**config.mk**
```make
export PLATFORM = sky130hd
export DESIGN_NAME = multdiv_issue_ctrl
export DESIGN_NICKNAME = d
export VERILOG_FILES = /design/src/rtl/multdiv_issue_ctrl.sv
export SDC_FILE = /design/constraint.sdc
export NUM_CORES = 1
export LEC_CHECK = 0
export CAP_MARGIN = 10
export CORE_MARGIN = 3
export CORE_UTILIZATION = 45
export DETAILED_ROUTE_END_ITERATION = 10
export PLACE_DENSITY = 0.86
export SETUP_SLACK_MARGIN = 0.2
export SLEW_MARGIN = 20
export SYNTH_ARGS = -nofsm -noshare
export SYNTH_HDL_FRONTEND = slang
export SYNTH_SLANG_ARGS = --single-unit
```
**constraint.sdc**
```tcl
create_clock -name clock -period 5.21 [get_ports clock]
set_input_delay 1.563 -clock clock [delete_from_list [all_inputs] [get_ports clock]]
set_output_delay 1.563 -clock clock [all_outputs]
set_load 0.1 [all_outputs]
```
**src/rtl/multdiv_issue_ctrl.sv**
```systemverilog
// multdiv_issue_ctrl: pipeline-side initiator for the multi-cycle multiply/divide
// unit. Holds one request, fires a single start pulse with stable operands,
// stalls upstream until the unit answers (or the watchdog fires) and produces
// exactly one register-file writeback per completed operation.
module multdiv_issue_ctrl #(
  parameter int unsigned RSTATUS_REG = 30,
  parameter int unsigned EXC_MULT    = 4,
  parameter int unsigned EXC_DIV     = 5,
  parameter int unsigned EXC_TIMEOUT = 6,
  parameter int unsigned TIMEOUT     = 48
) (
  input  logic        clock,
  input  logic        ctrl_reset_n,
  input  logic        op_valid,
  input  logic        op_is_div,
  input  logic [31:0] op_a,
  input  logic [31:0] op_b,
  input  logic [4:0]  op_rd,
  output logic        op_ready,
  input  logic        abort,
  output logic        ctrl_MULT,
  output logic        ctrl_DIV,
  output logic [31:0] data_operandA,
  output logic [31:0] data_operandB,
  input  logic [31:0] data_result,
  input  logic        data_exception,
  input  logic        data_resultRDY,
  output logic        stall,
  output logic        wb_valid,
  output logic [4:0]  wb_rd,
  output logic [31:0] wb_data,
  output logic [5:0]  busy_cycles
);

  typedef enum logic [1:0] {IDLE, ISSUE, WAIT, WB} state_t;

  localparam logic [4:0]  STATUS_RD    = 5'(RSTATUS_REG);
  localparam logic [31:0] MULT_CODE    = 32'(EXC_MULT);
  localparam logic [31:0] DIV_CODE     = 32'(EXC_DIV);
  localparam logic [31:0] TIMEOUT_CODE = 32'(EXC_TIMEOUT);
  localparam logic [5:0]  TIMEOUT_CNT  = 6'(TIMEOUT);
  localparam logic [5:0]  BUSY_MAX     = 6'd63;

  state_t      state_q, state_d;
  logic [31:0] a_q, a_d;
  logic [31:0] b_q, b_d;
  logic [4:0]  rd_q, rd_d;
  logic        is_div_q, is_div_d;
  logic [5:0]  busy_q, busy_d;
  logic [4:0]  wb_rd_q, wb_rd_d;
  logic [31:0] wb_data_q, wb_data_d;
  logic [5:0]  busy_inc;

  // Operands go straight from the latched request so they are stable through
  // the start pulse and remain visible until the next accept.
  assign data_operandA = a_q;
  assign data_operandB = b_q;
  assign busy_cycles   = busy_q;
  assign wb_rd         = wb_rd_q;
  assign wb_data       = wb_data_q;

  // State and datapath registers; reset drops any in-flight op silently.
  always_ff @(posedge clock or negedge ctrl_reset_n) begin
    if (!ctrl_reset_n) begin
      state_q   <= IDLE;
      a_q       <= '0;
      b_q       <= '0;
      rd_q      <= '0;
      is_div_q  <= 1'b0;
      busy_q    <= '0;
      wb_rd_q   <= '0;
      wb_data_q <= '0;
    end else begin
      state_q   <= state_d;
      a_q       <= a_d;
      b_q       <= b_d;
      rd_q      <= rd_d;
      is_div_q  <= is_div_d;
      busy_q    <= busy_d;
      wb_rd_q   <= wb_rd_d;
      wb_data_q <= wb_data_d;
    end
  end

  // Next-state and output decode; abort beats RDY, and RDY beats the watchdog.
  always_comb begin
    state_d   = state_q;
    a_d       = a_q;
    b_d       = b_q;
    rd_d      = rd_q;
    is_div_d  = is_div_q;
    busy_d    = busy_q;
    wb_rd_d   = wb_rd_q;
    wb_data_d = wb_data_q;
    op_ready  = 1'b0;
    ctrl_MULT = 1'b0;
    ctrl_DIV  = 1'b0;
    stall     = 1'b1;
    wb_valid  = 1'b0;
    busy_inc  = (busy_q == BUSY_MAX) ? busy_q : busy_q + 6'd1;

    case (state_q)
      IDLE: begin
        stall    = 1'b0;
        op_ready = ~abort;
        if (op_valid && !abort) begin
          a_d      = op_a;
          b_d      = op_b;
          rd_d     = op_rd;
          is_div_d = op_is_div;
          state_d  = ISSUE;
        end
      end
      ISSUE: begin
        ctrl_DIV  = is_div_q;
        ctrl_MULT = ~is_div_q;
        busy_d    = '0;
        state_d   = abort ? IDLE : WAIT;
      end
      WAIT: begin
        busy_d = busy_inc;
        if (abort) begin
          state_d = IDLE;
        end else if (data_resultRDY) begin
          state_d = WB;
          if (data_exception) begin
            wb_rd_d   = STATUS_RD;
            wb_data_d = is_div_q ? DIV_CODE : MULT_CODE;
          end else begin
            wb_rd_d   = rd_q;
            wb_data_d = data_result;
          end
        end else if (busy_inc >= TIMEOUT_CNT) begin
          state_d   = WB;
          wb_rd_d   = STATUS_RD;
          wb_data_d = TIMEOUT_CODE;
        end
      end
      WB: begin
        wb_valid = 1'b1;
        state_d  = IDLE;
      end
      default: begin
        state_d = IDLE;
      end
    endcase
  end

endmodule

```
# Word-level counts from Yosys, hierarchy flattened
# Cells that the tools add are included.
[totals]
reg_bits = 115
latch_bits = 0
ramBits = 0
mem_bits_ro = 0
inputBits = 108
word_cells = 46
memories = 0
[classes]
n_addsub = 1
multipliers = 0
div = 0
magnitude_cmp = 1
n_eq_ne = 6
n_shift = 0
n_mux = 20
bitwise = 2
reduce_logical = 8
[ops]
columns = ["cell", "count"]
rows = [
  ["two-way mux 32 bit", 3],
  ["two-way mux 5 bit", 3],
  ["one-hot mux 6 bit (2 select lines)", 1],
  ["two-way mux 2 bit", 5],
  ["one-hot mux 2 bit (4 select lines)", 1],
  ["adder 6 x 1 -> 6 bit (second input constant)", 1],
  ["equality test 6 bit (second input constant)", 1],
  [">= comparator 6 bit (second input constant)", 1],
  ["two-way mux 1 bit", 6],
  ["two-way mux 6 bit", 1],
  ["equality test 2 bit (second input constant)", 2],
  ["inequality test 4 bit (second input constant)", 1],
  ["AND reduction 2 bit", 2],
  ["nonzero test 2 bit", 2],
  ["AND reduction 3 bit", 1],
  ["equality test 2 x 1 -> 1 bit (second input constant)", 1],
  ["zero test 2 bit", 1],
  ["inequality test 2 bit (second input constant)", 1],
  ["NOT 1 bit", 2],
  ["logical AND 1 bit", 1],
  ["zero test 1 bit", 1],
]

# Depth between registers and ports, before layout
# Gate-level depths: netlist (run 1).
[depth]
ltp_word = 7
ltp_mapped = 8
ltp_nobuf = 6

# Least setup slack after synthesis (run 1)
# No wires, ideal clock.
[synth_timing]
path_type = "in2out"
start = "input port abort"
end = "output port op_ready"
arrival_time_ns = 2.845
required_time_ns = 3.647
path_slack_ns = 0.802
path_stages = 1
path_buffers = 0
cell_sequence = "nor2_1"
[synth_between]
elab_chain_cells = 2
[synth_lines]
columns = ["element", "line_no", "rtl"]
rows = [
  ["from (decl)", "20", "input logic abort,"],
  ["NOT 1 bit (no line)", "n/a", ""],
  ["two-way mux 1 bit", "102", "case (state_q)"],
  ["to (decl)", "19", "output logic op_ready,"],
]
# No other way between the ends.

# Worst setup path after layout (run 1)
# Same ends and word-level chain as after synthesis.

==> metrics.txt, run 1 <==
outcome=complete, no violations; ys async rst share=100%; initial antenna violation count=0; clk slew on worst S/H paths=60 ps; Fin Hold WS=503 ps; number of flops mapped to enable cells by yosys=0; syn avg cell area=12.7 µm²; CTS tree=done; register area=0.00288 mm²; largest net degree at the start of global routing=71; first-pass GRT wire length=21,700 µm; Gate Count Post-Synth=384; Detailed Place HPWL=10,000 µm; max-slew violation count=0; dpl cell area=0.00718 mm²; Initial Util=46.8%; Yosys reg bits=115; Synth area leaders=dfrtp_1, mux2_2, a22oi_1; RD Place Congestion=0.769; worst endpoint required time=3650 ps; PortBufs=219; critical path type=in -> out; Core Region=0.0104 mm²; Hold Crit Class=reg -> reg; worst path bufs/invs=2; Seq/Total Area, Yosys=59.0%; Final Cycle Share=79.9%; layout cells sized above 1=18.6%; startpoint types=input pin; Final TNS setup=0 ps; Synth top cells by count=dfrtp_1, mux2_2, nand2b_1, o21ai_0, a22oi_1; IO Pins=220; family with the most delay on the worst path=buffers and inverters; cell row count=37; Die Height=110 µm; Design Area, Final=0.00782 mm²; Layout area overhead=60.3%; post-route ant nets=0; Slowest-stage cell, CP=clkdlybuf4s50_1; final hold violation count=0; vias in the first global route=4,316; clock root buffer master=clkbuf_8; CTS Sinks=115; initial DRC count=218; TritonRoute pass-1 iters=4; final WL=14,200 µm; Netlist cell types=35; kind of end point of the critical path=output pin; clk buf depth=2; max-cap violations=0; count leader, synth=dfrtp_1; CP cell instances=clkdlybuf4s50_1 > nor2_1 > buf_4; DR WL/cell=18.8 µm; share of the synthesized area in the top cell type=59.0%; vias per inst=5.24; Mapped Area=0.00488 mm²; Place WS=1060 ps; H-tree levels=4; # diodes=0; highest fanout seen on the critical path=5; Data arrival, critical path=2600 ps; Fillers=653; Slew headroom=30.5%; die footprint=0.0121 mm²; Clock Latency Late Sink=510 ps; slowest cell delay on critical path=470 ps; Final Setup Violations=0; area of the multi-input gates=0.00188 mm²; total gr overflow=0; main flop type after synthesis=dfrtp_1; Nets=717; Ys Warns=0; number of remaining DRC errors=0; Num CTS Buffers=17; Fin Clk Skew=5.93 ps; postcts setup bufs=0; RSZ-0062 raised after global routing=false; total number of vias=3,948; Period minus WS final=4170 ps; area leader, netlist=dfrtp_1; post-synth net total=497; worst slew pin tran=1040 ps; Fmax=240 MHz; total track usage=23.8%; Die W=110 µm; Final WS setup=1040 ps; post-cts gate resize count=0; cts hold-fix bufs=0
[registers in the layout, summed over array words and instances, names as in the netlist]
register,cells
data_operandA,32
data_operandB,32
wb_data,32
busy_cycles,6
rd_q,5
wb_rd,5
state_q,2
is_div_q,1
[layout make-up]
type / count / area share [%]
multi-input combinational: 236 / 24.0
tap: 136 / 2.18
clock buffer: 23 / 5.84
timing repair buffer: 225 / 28.5
clock inverter: 9 / 2.26
sequential: 115 / 36.8
inverter: 9 / 0.432
[cell families after synthesis]
kind of cell,Yosys count,synth area share [%]
compound gates,96,12.6
fa+ha+maj,5,1.28
buf+inv,33,2.90
flops,115,59.0
mux,74,17.0
simple gates,61,7.18
[worst reg2reg max path, cell delays in order, from the launching register on]
cell,delay [ps]
dfrtp_1,410
inv_1,130
ha_1,330
nor2b_1,660
nand3b_1,360
o22ai_1,250
a21oi_1,70
[placed cells by master, fill, tap and decap left out, types with 2 or more instances in the layout]
cell type and instances:
clkdlybuf4s50_1 217, dfrtp_1 115, mux2_2 72, nand2b_1 32, o21ai_0 31, a22oi_1 30, clkbuf_16 16, nor2_1 12
a21oi_1 10, inv_1 9, buf_4 8, o22ai_1 7, ha_1 5, bufinv_16 5, o21ai_1 4, clkbuf_1 4
nand3_1 3, nand2_1 3, clkbuf_8 3, and2_1 2, nor2b_1 2, mux2i_1 2, o2bb2ai_1 2, nor3b_2 2
a31oi_1 2, a2bb2oi_1 2, clkinv_2 2
[layer usage]
layer  global-route usage, %  part of all wire (%)
met5                       0                     0
met4                    9.32                   1.6
met3                    11.5                    11
met2                    40.3                    52
met1                    25.6                    36
[path summary, 6_finish.rpt]
kind	endpoint	cells past startpoint	start	slack, ps
max	op_ready	3	abort	1040
min	data_operandA[31]	1	data_operandA[31]	500
max reg2reg	wb_rd[2]	6	state_q[0]	2860
min reg2reg	data_operandA[31]	1	data_operandA[31]	500
max in group asynchronous	wb_data[28]	2	ctrl_reset_n	3240
min in group asynchronous	data_operandA[11]	1	ctrl_reset_n	1060
[metrics by stage]
stage / std cells / util (%)
6_report: 753 / 75.1
5_1_grt: 753 / 75.1
4_1_cts: 753 / 75.1
3_5_place_dp: 721 / 69.0
3_3_place_gp: 721 / 69.0
2_1_floorplan: 384 / -
Power of run 1 is not shown: default switching activity piles up to over one toggle a cycle in this logic, so the estimate is an artifact.
==> run 2: changes to the inputs <==
CORE_UTILIZATION = 38   (was 45)
PLACE_DENSITY = 0.77   (was 0.86)
clock period = 3.4 ns   (was 5.21 ns; I/O delays follow)
==> run 2 against run 1 <==
Hold slack improved by 2.8 ps; critical path depth unchanged; final cell count increased by 4.9%; non-clock buffer count increased by 6; clock skew about the same; wire length decreased by 3.3%; critical endpoint unchanged.
==> metrics.txt, run 2 (synthesis results as in run 1) <==
RSZ-0062 raised after global routing=false; FF-to-FF path depth=7; Hold EP=data_operandA[23]; Initial Util=39.8%; CTS tree=done; layout cells sized above 1=37.8%; dpl cell area=0.00704 mm²; Final Cycle Share=87.1%; initial DRC count=186; outcome=complete, no violations; total track usage=19.7%; max-slew violation count=0; total gr overflow=0; IO Pins=220; TritonRoute pass-1 iters=5; reg2reg start=state_q[0]; clk slew on worst S/H paths=50 ps; Final Setup Violations=0; commonest non-fill, non-tap cell in the layout=buf_4; startpoint types=input pin; Data arrival, critical path=1940 ps; postcts setup bufs=0; Die Height=119 µm; worst slew pin tran=653 ps; critical path type=in -> out; PortBufs=219; max-cap violations=0; top sig layer=met4; clk buf depth=2; met2 wire len=6730 µm; CTS Sinks=115; reg-to-reg endpoint=data_operandA[27]; Clock Latency Late Sink=410 ps; first-pass GRT wire length=22,200 µm; worst endpoint required time=2380 ps; Period minus WS final=2960 ps; Core Region=0.0123 mm²; Detailed Place HPWL=10,000 µm; post-route ant nets=0; Fmax=338 MHz; DR WL/cell=17.3 µm; worst setup path start=abort; Hold Crit Class=reg -> reg; total number of vias=3,966; initial antenna violation count=0; Design Area, Final=0.00763 mm²; die footprint=0.0142 mm²; wl on met1=5160 µm; Final TNS setup=0 ps; largest net degree at the start of global routing=50; routed wl met3=1420 µm; Num CTS Buffers=17; highest fanout seen on the critical path=5; most frequent cells in the layout=buf_4, dfrtp_1, clkdlybuf4s50_1; post-cts gate resize count=0; clock root buffer master=clkbuf_16; Slew headroom=56.5%; RD Place Congestion=0.853; cts hold-fix bufs=0; min-delay src=data_operandA[23]; cell row count=40; Die W=119 µm; # diodes=0; vias per inst=5.02; final WL=13,700 µm; H-tree levels=4; Layout area overhead=56.4%; number of remaining DRC errors=0; kind of end point of the critical path=output pin; Nets=723; Fin Clk Skew=6.42 ps; final hold violation count=0; hold path cells=1; R2R setup slack=1420 ps; vias in the first global route=4,305
## run 2: area by class of cell
cell class                 instances  area [µm²]
multi-input combinational        236        1870
inverter                           9        33.8
tap                              168         210
timing repair buffer             231        2050
clock buffer                      22         484
fill                             989        4630
sequential                       115        2880
clock inverter                     9         104
## run 2: how the worst max path moves through the flow
stage	endpoint	slack, ps	cells after the start
6_report	op_ready	440	3
5_1_grt	op_ready	390	3
4_1_cts	op_ready	440	3
3_5_place_dp	op_ready	450	3
3_3_place_gp	op_ready	470	3
2_1_floorplan	op_ready	330	4
## run 2: layer usage
layer  global-route usage (%)  vias up
met4                     9.59        0
met1                     21.6     1913
li1                         -     1833
met5                        0        -
met2                     32.7      191
met3                     8.74       29
## run 2: worst max-delay path, cell delays in order
cell and delay, ps:
clkdlybuf4s50_1 490, nor2_2 230, buf_12 200
## run 2: per-stage QoR
step                      utilization (%)  cells  hold slack [ps]  worst slack [ps]
final                                62.2    790              506               440
after global placement               57.4    759              490               466
after global routing                 62.2    790              519               395
after floorplan                         -    384              467               330
after CTS                            62.2    790              507               442
after detailed placement             57.4    759              493               448
Power of run 2 is left out for the same reason.
